==> src/rtl/cluster_priority_seq.sv <==
// Sequential priority encoder: latches one frame of pad flags and counts, then
// reports up to MXCLUSTERS hits, one per clock, in ascending key order.
module cluster_priority_seq #(
  parameter int MXKEYS     = 384,
  parameter int MXKEYBITS  = 9,
  parameter int MXCNTB     = 3,
  parameter int MXCLUSTERS = 8,
  localparam int IDXW      = (MXCLUSTERS > 1) ? $clog2(MXCLUSTERS) : 1
) (
  input  logic                     clock,
  input  logic                     reset,
  input  logic                     load_i,
  input  logic [MXKEYS-1:0]        vpfs_i,
  input  logic [MXKEYS*MXCNTB-1:0] cnts_i,
  input  logic [2:0]               pass_i,
  output logic                     busy_o,
  output logic                     valid_o,
  output logic [MXKEYBITS-1:0]     adr_o,
  output logic [MXCNTB-1:0]        cnt_o,
  output logic [IDXW-1:0]          idx_o,
  output logic [2:0]               pass_o,
  output logic                     last_o,
  output logic                     done_o,
  output logic                     overflow_o
);

  localparam int LVLS  = $clog2(MXKEYS);
  localparam int PADW  = 1 << LVLS;
  localparam int NODES = 2 * PADW - 1;

  typedef enum logic {IDLE, SEARCH} state_t;

  state_t                     state_q, state_d;
  logic [MXKEYS-1:0]          mask_q, mask_d;
  logic [MXKEYS*MXCNTB-1:0]   cnt_q;
  logic [IDXW-1:0]            hit_q, hit_d;
  logic                       load_cnts;

  logic                       busy_d, valid_d, last_d, done_d, ovf_d;
  logic [MXKEYBITS-1:0]       adr_d;
  logic [MXCNTB-1:0]          cnt_d;
  logic [IDXW-1:0]            idx_d;
  logic [2:0]                 pass_d;

  // Heap-ordered tree: node n has children 2n+1 (lower keys) and 2n+2.
  logic [NODES-1:0]           tree_v;
  logic [MXKEYBITS-1:0]       tree_a [NODES];

  genvar gi;
  generate
    for (gi = 0; gi < PADW; gi++) begin : g_leaf
      if (gi < MXKEYS) begin : g_real
        assign tree_v[PADW-1+gi] = mask_q[gi];
      end else begin : g_pad
        assign tree_v[PADW-1+gi] = 1'b0;
      end
      assign tree_a[PADW-1+gi] = MXKEYBITS'(gi);
    end
    for (gi = 0; gi < PADW - 1; gi++) begin : g_node
      assign tree_v[gi] = tree_v[2*gi+1] | tree_v[2*gi+2];
      assign tree_a[gi] = tree_v[2*gi+1] ? tree_a[2*gi+1] : tree_a[2*gi+2];
    end
  endgenerate

  logic                 found;
  logic [MXKEYBITS-1:0] win_adr;
  logic [MXCNTB-1:0]    win_cnt;
  logic [MXKEYS-1:0]    rem_mask;

  assign found   = tree_v[0];
  assign win_adr = tree_a[0];

  // NOTE: every variable written in always_comb gets a default first, so no latch is inferred.
  always_comb begin
    win_cnt  = '0;
    rem_mask = mask_q;
    for (int k = 0; k < MXKEYS; k++) begin
      if (win_adr == MXKEYBITS'(k)) begin
        win_cnt     = cnt_q[k*MXCNTB +: MXCNTB];
        rem_mask[k] = 1'b0;
      end
    end
  end

  always_comb begin
    state_d   = state_q;
    mask_d    = mask_q;
    hit_d     = hit_q;
    load_cnts = 1'b0;
    valid_d   = 1'b0;
    adr_d     = '1;
    cnt_d     = '0;
    idx_d     = idx_o;
    pass_d    = pass_o;
    last_d    = 1'b0;
    done_d    = 1'b0;
    ovf_d     = 1'b0;

    unique case (state_q)
      IDLE: begin
        if (load_i) begin
          mask_d    = vpfs_i;
          hit_d     = '0;
          pass_d    = pass_i;
          load_cnts = 1'b1;
          state_d   = SEARCH;
        end
      end
      SEARCH: begin
        if (found) begin
          valid_d = 1'b1;
          adr_d   = win_adr;
          cnt_d   = win_cnt;
          idx_d   = hit_q;
          hit_d   = hit_q + IDXW'(1);
          mask_d  = rem_mask;
        end
        // An empty mask leaves rem_mask empty too, so it ends here as well.
        if (rem_mask == '0 || hit_q == IDXW'(MXCLUSTERS - 1)) begin
          state_d = IDLE;
          done_d  = 1'b1;
          last_d  = found;
          ovf_d   = |rem_mask;
        end
      end
      default: state_d = IDLE;
    endcase

    busy_d = (state_d == SEARCH);
  end

  // NOTE: sequential state uses non-blocking assignments so all registers update together.
  always_ff @(posedge clock) begin
    if (reset) begin
      state_q    <= IDLE;
      mask_q     <= '0;
      hit_q      <= '0;
      busy_o     <= 1'b0;
      valid_o    <= 1'b0;
      adr_o      <= '1;
      cnt_o      <= '0;
      idx_o      <= '0;
      pass_o     <= 3'd0;
      last_o     <= 1'b0;
      done_o     <= 1'b0;
      overflow_o <= 1'b0;
    end else begin
      state_q    <= state_d;
      mask_q     <= mask_d;
      hit_q      <= hit_d;
      busy_o     <= busy_d;
      valid_o    <= valid_d;
      adr_o      <= adr_d;
      cnt_o      <= cnt_d;
      idx_o      <= idx_d;
      pass_o     <= pass_d;
      last_o     <= last_d;
      done_o     <= done_d;
      overflow_o <= ovf_d;
    end
  end

  // NOTE: the count store is plain data read only under a set mask bit, so it carries no reset.
  always_ff @(posedge clock) begin
    if (load_cnts) begin
      cnt_q <= cnts_i;
    end
  end

endmodule
==> config.mk <==
export PLATFORM = sky130hd
export DESIGN_NAME = cluster_priority_seq
export DESIGN_NICKNAME = d
export VERILOG_FILES = /design/src/rtl/cluster_priority_seq.sv
export SDC_FILE = /design/constraint.sdc
export NUM_CORES = 2
export LEC_CHECK = 0
export ABC_AREA = 0
export CORE_AREA = 4 4 613 615
export DETAILED_ROUTE_END_ITERATION = 8
export DIE_AREA = 0 0 617 619
export SETUP_SLACK_MARGIN = 0.5
export SYNTH_ARGS = -nofsm -noshare
export SYNTH_HDL_FRONTEND = slang
export SYNTH_SLANG_ARGS = --single-unit
==> constraint.sdc <==
create_clock -name clock -period 43.9 [get_ports clock]
set_clock_uncertainty 0.05 [all_clocks]
set_input_delay 8.78 -clock clock [delete_from_list [all_inputs] [get_ports clock]]
set_output_delay 8.78 -clock clock [all_outputs]
set_load 0.01 [all_outputs]
==> impl_metrics.py <==
metrics = {
    "cells_and_area": {
        "multi_input_area_sq_um": 28200,
        "nNetsFinal": 10065,
        "nFillCells": 39040,
        "utilization_pct": 27.7,
        "ff_latch_area_sq_um": 42800,
        "final_common_cell": "clkdlybuf4s50_1",
        "final_cell_mix": "1563 x clkdlybuf4s50_1, 1152 x edfxtp_1, 791 x nand2_1",
        "syn_to_final_growth_pct": 41.3,
        "drive_gt1_share_pct": 9.38,
    },
    "routing": {
        "first_iter_violations": 14694,
        "wl_per_cell_um": 47.8,
        "drt_wl_total_um": 662000,
        "via_per_inst": 5.67,
        "met3WireLength_um": 77300,
        "wl_met2_um": 294000,
        "vias": 78373,
        "top_layer_used": "met5",
        "antenna_left": 0,
        "dr.pass1.iters": 7,
        "drt-met1-wl_um": 238000,
        "drcViolationCount": 0,
    },
    "setup_path": {
        "path_max_fanout": 95,
        "crit_type": "in2reg",
        "cp.required_ns": 44.32,
        "startpoint_type": "input pin",
        "cp.arrival_ns": 14.80,
        "worst_setup_path_end_kind": "register",
    },
    "floorplanning": {
        "row_count": 224,
        "start_util_pct": 19.6,
        "core_area_sq_um": 371000,
        "io_pins": 1565,
        "die_w_um": 617,
        "die_h_um": 619,
        "die-area_sq_um": 382000,
    },
    "yosys": {
        "synthesis.nets": 8510,
        "netlist_top_cells_area": "edfxtp_1 48%, dfxtp_1 11%, o21ai_0 4.6%",
        "synth-seq-area-share_pct": 59.0,
        "yosys.area.top_type": "edfxtp_1",
        "syn_inst": 6966,
        "syn_area_per_cell_sq_um": 10.4,
        "yosys_warnings": 0,
        "netlist.area_leader.share_pct": 47.6,
        "synthFlopType": "edfxtp_1",
        "synth_edf_count": 1152,
        "netlist_area_sq_um": 72600,
        "ys_types": 104,
        "synth-seq-cells": 1562,
        "async_flop_share_pct": 0,
    },
    "clock_network": {
        "clk_pin_slew_ns": 0.06,
        "cts_hold_buf": 0,
        "cts_root_buf": "clkbuf_16",
        "clock_latency_ns": 0.92,
        "cts_setup_buffers": 0,
        "cts.repair.resized": 0,
        "cts_tree": "yes",
        "htree_levels": 4,
        "clock_path_buffers": 4,
        "cts_buffers": 189,
        "cts.sinks": 1562,
    },
    "timing": {
        "fin_crit_ns": 14.38,
        "drv_slew": 5,
        "max_freq_ghz": 0.0695,
        "worst_slew_pin_slew_ns": 1.78,
        "rsz0062_at_grt": "no",
        "max_slew_margin_pct": -18.5,
        "finalHoldViolCount": 0,
        "fin_crit_sh_pct": 32.8,
        "post-route-worst-setup-slack_ns": 29.52,
        "final-setup-viol-count": 0,
        "tns_ns": 0,
        "whs_ns": 0.406,
    },
    "global_route": {
        "grt_pass1_wl_um": 813000,
        "grt_max_degree": 153,
        "grt_pass1_vias": 71841,
        "grt_overflow": 0,
        "grt_usage_pct": 32.8,
        "antenna_found_initial": 337,
    },
    "place": {
        "gp_congestion": 1.10,
        "portBuffers": 1564,
        "dp_worst_setup_slack_ns": 28.88,
        "dpl.hpwl_um": 513000,
    },
    "flow_run": {
        "maxCapViolCount": 1,
    },
    "status": {
        "status": "finished, violations left",
        "violations": "max-capacitance violations, max-slew violations",
    },
    "min_path": {
        "hold_class": "reg2reg",
    },
    "power": {
        "peakVddDrop_mv": 0.0291,
        "power_uw": 4840,
        "leakagePower_uw": 0.0339,
        "power_density_nw_per_um2": 47.1,
    },
}
-- worst paths after layout --
check	from	to	slack (ns)	cells after the start
max reg2reg	mask_q[274]	cnt_o[1]	32.54	22
min reg2reg	pass_o[2]	pass_o[2]	0.41	2
min	pass_o[2]	pass_o[2]	0.41	2
max	load_i	cnt_q[593]	29.52	8
-- layout make-up --
cell class / count / share of cell area (%)
tap: 4972 / 6.07
clock buffer: 225 / 4.82
clock inverter: 116 / 1.35
antenna: 187 / 0.456
sequential: 1562 / 41.7
inverter: 79 / 0.296
timing repair buffer: 1893 / 17.8
multi-input combinational: 4796 / 27.5
-- flip-flops by register name, indices dropped and copies added, names as in the netlist, 3 cells and up --
signal,flops
cnt_q,1152
mask_q,384
adr_o,9
cnt_o,3
hit_q,3
idx_o,3
pass_o,3
-- metrics by stage --
step           cells  instance area, sq um
6_report       13830                103000
5_1_grt        13761                102000
4_1_cts        13640                102000
3_5_place_dp   13299                 95700
3_3_place_gp   13299                 95700
2_1_floorplan   6966                 72600
-- power breakdown --
part | switching, uW | total (uW) | internal (uW) | leakage [uW]
logic | 1020 | 1380 | 356 | 0.0164
registers | 80.9 | 1770 | 1690 | 0.0144
clock network | 726 | 1680 | 955 | 0.00304
total | 1830 | 4840 | 3000 | 0.0339
-- worst max-delay path, cell delays in order --
cell,delay [ns]
clkdlybuf4s50_1,0.50
nand2b_4,0.36
inv_8,0.67
buf_4,0.72
buf_4,0.79
buf_4,0.70
buf_4,0.81
buf_4,0.97
-- routing by layer --
| layer | GRT usage [%] | up-vias |
|---|---|---|
| met2 | 51.1 | 7150 |
| met1 | 38.2 | 39098 |
| met3 | 11.6 | 1779 |
| met4 | 21.7 | 82 |
| li1 | - | 30264 |
| met5 | 0 | - |
-- cell families (layout without fill, tap and decap cells) --
logic type,after synthesis,in the layout,share of synthesized area (%)
flops,1562,1562,59.0
mux,124,124,1.74
buf+inv,608,2313,3.53
xor+xnor,1,1,0.0121
compound gates,2309,2309,21.0
simple gates,2360,2360,14.7
fa+ha+maj,2,2,0.0345
other cells,0,187,0
-- cell usage after synthesis, types with 33 or more instances --
master	n
nor3_1	175
a21o_1	39
o22ai_1	111
nor2_1	761
a311oi_1	54
o211ai_1	64
nand4_1	106
mux2i_1	117
o21ai_0	667
a22oi_1	275
o221ai_1	35
a211oi_1	94
inv_1	77
clkbuf_1	318
a21oi_1	378
or4_1	33
buf_1	50
nand2_1	816
a31oi_1	56
edfxtp_1	1152
buf_2	135
o31ai_1	40
nor4_1	158
o2111ai_1	38
a2111oi_0	40
nand3_1	146
dfxtp_1	410
a221oi_1	95
Note: power is estimated with default switching activity, not from simulation.
